===== src/rtl/cpu8080_pkg.sv =====
// rtl/cpu8080_pkg.sv - 8080 opcode constants and instruction length encodings
package cpu8080_pkg;

  typedef enum logic [1:0] {
    LEN_1 = 2'd1,
    LEN_2 = 2'd2,
    LEN_3 = 2'd3
  } ilen_t;

  // Register-pair / condition-code families are matched as mask + pattern
  localparam logic [7:0] RP_MASK  = 8'hCF;
  localparam logic [7:0] LXI_PAT  = 8'h01;
  localparam logic [7:0] DDD_MASK = 8'hC7;
  localparam logic [7:0] MVI_PAT  = 8'h06;
  localparam logic [7:0] JCC_PAT  = 8'hC2;
  localparam logic [7:0] CCC_PAT  = 8'hC4;

  localparam logic [7:0] OP_SHLD = 8'h22;
  localparam logic [7:0] OP_LHLD = 8'h2A;
  localparam logic [7:0] OP_STA  = 8'h32;
  localparam logic [7:0] OP_LDA  = 8'h3A;
  localparam logic [7:0] OP_JMP  = 8'hC3;
  localparam logic [7:0] OP_CALL = 8'hCD;

  localparam logic [7:0] OP_ADI = 8'hC6;
  localparam logic [7:0] OP_ACI = 8'hCE;
  localparam logic [7:0] OP_SUI = 8'hD6;
  localparam logic [7:0] OP_SBI = 8'hDE;
  localparam logic [7:0] OP_ANI = 8'hE6;
  localparam logic [7:0] OP_XRI = 8'hEE;
  localparam logic [7:0] OP_ORI = 8'hF6;
  localparam logic [7:0] OP_CPI = 8'hFE;
  localparam logic [7:0] OP_IN  = 8'hDB;
  localparam logic [7:0] OP_OUT = 8'hD3;

endpackage


===== src/rtl/inst_len.sv =====
// rtl/inst_len.sv - combinational 8080 opcode length decode
module inst_len
  import cpu8080_pkg::*;
(
  input  logic [7:0] opcode,
  output logic [1:0] len
);

  ilen_t l;

  always_comb begin
    l = LEN_1;
    if (((opcode & RP_MASK) == LXI_PAT) ||
        ((opcode & DDD_MASK) == JCC_PAT) ||
        ((opcode & DDD_MASK) == CCC_PAT) ||
        (opcode inside {OP_SHLD, OP_LHLD, OP_STA, OP_LDA, OP_JMP, OP_CALL})) begin
      l = LEN_3;
    end else if (((opcode & DDD_MASK) == MVI_PAT) ||
                 (opcode inside {OP_ADI, OP_ACI, OP_SUI, OP_SBI, OP_ANI,
                                 OP_XRI, OP_ORI, OP_CPI, OP_IN, OP_OUT})) begin
      l = LEN_2;
    end
  end

  assign len = l;

endmodule


===== src/rtl/fetch_align.sv =====
// rtl/fetch_align.sv - 16-bit fetch into byte queue, aligned 8080 instruction output
module fetch_align
  import cpu8080_pkg::*;
#(
  parameter int QDEPTH = 8
) (
  input  logic        clk,
  input  logic        rst_n,
  output logic        mem_ren,
  output logic [15:0] mem_raddr,
  input  logic [15:0] mem_rdata,
  input  logic        redirect_valid,
  input  logic [15:0] redirect_pc,
  output logic        out_valid,
  input  logic        out_ready,
  output logic [23:0] out_instr,
  output logic [1:0]  out_len,
  output logic [15:0] out_pc
);

  localparam int PW = $clog2(QDEPTH);
  localparam int CW = PW + 1;

  logic [7:0]    q [QDEPTH];
  logic [PW-1:0] head, tail;
  logic [CW-1:0] count;
  logic [15:0]   fetch_addr;
  logic          inflight, drop, odd_start;
  logic [1:0]    head_len;
  logic [1:0]    push_n;
  logic          push, pop;
  logic [CW:0]   room_need;

  inst_len u_inst_len (
    .opcode (q[head]),
    .len    (head_len)
  );

  // Reserve room for the response already on its way before issuing another
  always_comb begin
    room_need = {1'b0, count} + (inflight ? (CW+1)'(4) : (CW+1)'(2));
    mem_ren   = rst_n && !redirect_valid && (room_need <= (CW+1)'(QDEPTH));
    mem_raddr = fetch_addr;
    out_valid = rst_n && !redirect_valid && (count >= CW'(head_len));
    out_len   = head_len;
    out_instr = {q[head],
                 (head_len >= 2'd2) ? q[head + PW'(1)] : 8'h00,
                 (head_len == 2'd3) ? q[head + PW'(2)] : 8'h00};
    push      = inflight && !drop;
    push_n    = odd_start ? 2'd1 : 2'd2;
    pop       = out_valid && out_ready;
  end

  always_ff @(posedge clk) begin
    if (!rst_n) begin
      head       <= '0;
      tail       <= '0;
      count      <= '0;
      fetch_addr <= 16'h0000;
      out_pc     <= 16'h0000;
      inflight   <= 1'b0;
      drop       <= 1'b0;
      odd_start  <= 1'b0;
    end else if (redirect_valid) begin
      head       <= '0;
      tail       <= '0;
      count      <= '0;
      fetch_addr <= {redirect_pc[15:1], 1'b0};
      out_pc     <= redirect_pc;
      odd_start  <= redirect_pc[0];
      drop       <= inflight;
      inflight   <= 1'b0;
    end else begin
      inflight <= mem_ren;
      drop     <= 1'b0;
      if (mem_ren)
        fetch_addr <= fetch_addr + 16'd2;
      if (push) begin
        tail      <= tail + PW'(push_n);
        odd_start <= 1'b0;
      end
      if (pop) begin
        head   <= head + PW'(head_len);
        out_pc <= out_pc + 16'(head_len);
      end
      count <= count + (push ? CW'(push_n) : '0) - (pop ? CW'(head_len) : '0);
    end
  end

  // An odd redirect target keeps only the upper byte of the first response
  always_ff @(posedge clk) begin
    if (rst_n && !redirect_valid && push) begin
      if (odd_start) begin
        q[tail] <= mem_rdata[15:8];
      end else begin
        q[tail]          <= mem_rdata[7:0];
        q[tail + PW'(1)] <= mem_rdata[15:8];
      end
    end
  end

endmodule


===== config.mk =====
export PLATFORM = sky130hd
export DESIGN_NAME = fetch_align
export DESIGN_NICKNAME = d
export VERILOG_FILES = /design/src/rtl/cpu8080_pkg.sv /design/src/rtl/inst_len.sv /design/src/rtl/fetch_align.sv
export SDC_FILE = /design/constraint.sdc
export NUM_CORES = 1
export LEC_CHECK = 0
export CAP_MARGIN = 25
export CORE_MARGIN = 2
export CORE_UTILIZATION = 55
export DETAILED_ROUTE_END_ITERATION = 10
export GPL_ROUTABILITY_DRIVEN = 0
export MAX_ROUTING_LAYER = met4
export PLACE_DENSITY = 0.8
export SLEW_MARGIN = 40
export SYNTH_ARGS = -nofsm -noshare
export SYNTH_HDL_FRONTEND = slang
export SYNTH_SLANG_ARGS = --single-unit

===== constraint.sdc =====
create_clock -name clk -period 7.88 [get_ports clk]
set_input_delay 1.576 -clock clk [delete_from_list [all_inputs] [get_ports clk]]
set_output_delay 1.576 -clock clk [all_outputs]
set_load 0.1 [all_outputs]

==> results.md <==
- Status: finished, final reports clean
- Worst Max-Slew Pin Slew: between 0.9 and 1 ns
- Core Util, Final: 64.0%
- Clock Path Buffers: 2
- Clk root buf: clkbuf_16
- Tcrit/Tclk final: 80.2%
- DRC Markers: 0
- Pins Over Slew Limit: 0
- Critical Path, Cell by Cell: mux4_1 -> mux2_2 -> nand4_1 -> nor3b_1 -> o21ai_0 -> and2_4 -> ha_1 -> a21oi_1 -> o21ai_0 -> and2_1 -> buf_2
- Leak: 2.96 nW
- Largest delay share family, worst path: compound AO/OA/AOI/OAI gates
- Worst skew pair latency: 0.36 ns
- Routed len/inst: around 22 um
- DIE WIDTH: 119 um
- Setup crit end kind: output port
- Area of the core: ~13000 sq um
- VDD IR-drop max: 0.000133 V
- Starting Density: 55.7%
- Placed cell areas: ~8100 sq um
- Yosys warns: 0
- Worst Hold Class: register to register
- Setup TNS: 0 ns
- Nets@finish: around 800
- Final setup fails: 0
- Critical path required time: roughly 6.3 ns
- Die height: roughly 120 um
- First-pass GRT wire length: 32200 um
- Fmax: approximately 160 MHz
- Crit-path max FO: 15
- Hold_buf cts: 0
- Detailed Routing Iterations Pass 1: 6
- Number of flops mapped to enable cells by yosys: 64
- CTS clk-pin slew, worst paths: about 0.07 ns
- Post CTS Setup Buffer Count: 0
- Syn_nets: 740
- Post-synth top flop: edfxtp_1
- Layout cells sized above 1: between 20% and 30%
- H-Tree Depth: 3
- Post-Route WL: approximately 20000 um
- Antenna Nets Post-Route: 0
- Drt initial violations: just under 600
- Post-route cell area: approximately 8400 sq um
- Crit-path most repeated cell: o21ai_0
- I/O pins: 96
- CTS sink cnt: around 110
- Post-DP HPWL: around 14000 um
- Port-buffer cells: 94
- # rows: 42
- Ant. Diodes: 0
- Syn Area/Cell: approximately 11 sq um
- Final Hold Viols: 0
- Vias in the first global route: 6102
- Initial antenna violation count: 0
- CP Launch Type: register
- Sequential fraction of the synthesis area: between 30 and 40%
- Crit-path max cell delay: 0.76 ns
- GR Util All Layers: around 30%
- Max stage delay cell, worst path: o21ai_0
- Max_cap viols: 0
- Commonest cells after routing, fill and taps aside: 71 x nor2_1, 71 x a21oi_1, 64 x edfxtp_1
- RSZ-0062 raised after global routing: no
- Slew HR: between 30% and 40%
- Via/cell ratio: about 6.6
- Async set-reset flop share out of synthesis: 0%
- CTS tree: done
- Clock skew: around 0.0094 ns
- Pin count of the biggest net entering global routing: 36
- Placed cells: ~910
- Pwr dens: approximately 190 nW/um^2
- Yosys reg bits: about 110
- Crit path DAT: around 4.8 ns
- Via count: around 6000
- Post-cts sizing count: 0
- Synthesis-to-finish area growth: 14.9%
- Fin cells: 924
- Synthesized area: 7320 sq um
- Worst Path Buf+Inv: 1
- Die ar.: roughly 14000 sq um
- Total grt overflow: 0
- Tot Pwr: approximately 1.6 mW
- Critical path class: register to output port
- Gate Count Post-Synth: just under 700
- Cts bufs inserted: 9
- Minimum clock period: ~6.3 ns
- Synth cell types: 56
flip-flops by register name, indices dropped and copies added, names as in the netlist, named ones only:
register,count
count,4
drop,1
head,3
inflight,1
mem_raddr,15
odd_start,1
out_pc,16
q,64
tail,3
cell families (layout without fill, tap and decap cells):
group           count (synthesis)  in the layout  share of synthesized area, %
simple gates                  205            205                          12.9
flops                         111            111                          39.1
other cells                     1              1                        0.0512
xor+xnor                       16             16                          1.91
buf+inv                        67            134                          3.97
mux                           116            116                          25.6
fa+ha+maj                      23             23                          4.55
compound gates                142            142                          11.9
path summary, 6_finish.rpt:
path              slack [ns]  cells after the start              startpoint                endpoint
setup / recovery        1.56                     11                register               out_valid
hold / removal          0.53                      2  odd_start$_SDFFE_PN0P_  odd_start$_SDFFE_PN0P_
setup reg to reg        1.96                     18                register     count[3]$_SDFF_PN0_
hold reg to reg         0.53                      2  odd_start$_SDFFE_PN0P_  odd_start$_SDFFE_PN0P_
synth_stat cells (9+ instances only):
master     n  area share, %
mux4_1    13            4.7
ha_1      17            2.9
mux2_2    47            7.2
nor2_1    73            3.7
mux4_2    35             11
edfxtp_1  64             26
xor2_1     9            1.1
clkbuf_1  35            1.8
a31oi_1   12            1.0
o21ai_0   19            1.3
inv_1     20            1.0
nand2_1   59            3.0
mux2i_1   20            2.7
nand3_1   15            1.0
a21oi_1   71            4.9
dfxtp_1   47             13
layer usage:
metal  GRT usage, %  part of all wire (%)  vias to the layer above
met4           11.8                   2.8                        0
met3           5.17                   9.3                       53
met5              -                     0                        -
li1               -                     -                     2688
met2           48.4                    49                      364
met1           37.0                    38                     2981
per-stage QoR:
| stage | hold slack [ns] | setup slack (ns) |
|---|---|---|
| finish | 0.529 | 1.56 |
| global route | 0.564 | 1.45 |
| CTS | 0.537 | 1.46 |
| detailed placement | 0.522 | 1.63 |
| global placement | 0.509 | 1.38 |
| floorplan | 0.477 | 0.170 |
cell type report:
class / instances / area (sq um)
clock inverter: 5 / 67.6
multi-input combinational: 503 / 4260
timing repair buffer: 97 / 668
tap: 176 / 220
sequential: 111 / 2870
inverter: 21 / 78.8
clock buffer: 11 / 254
fill: 1019 / 4720
worst min-delay path: stages, from the launching register on:
cell     delay, ns
dfxtp_1       0.35
nand3_1       0.08
a21oi_1       0.06
power breakdown:
group | internal, mW | switching [mW] | leakage (nW) | total [mW]
sequential | 0.633 | 0.0354 | 0.964 | 0.669
combinational | 0.143 | 0.316 | 1.84 | 0.459
clock | 0.272 | 0.222 | 0.158 | 0.494
total | 1.05 | 0.573 | 2.96 | 1.62
Power figures use the tool's default switching activity.
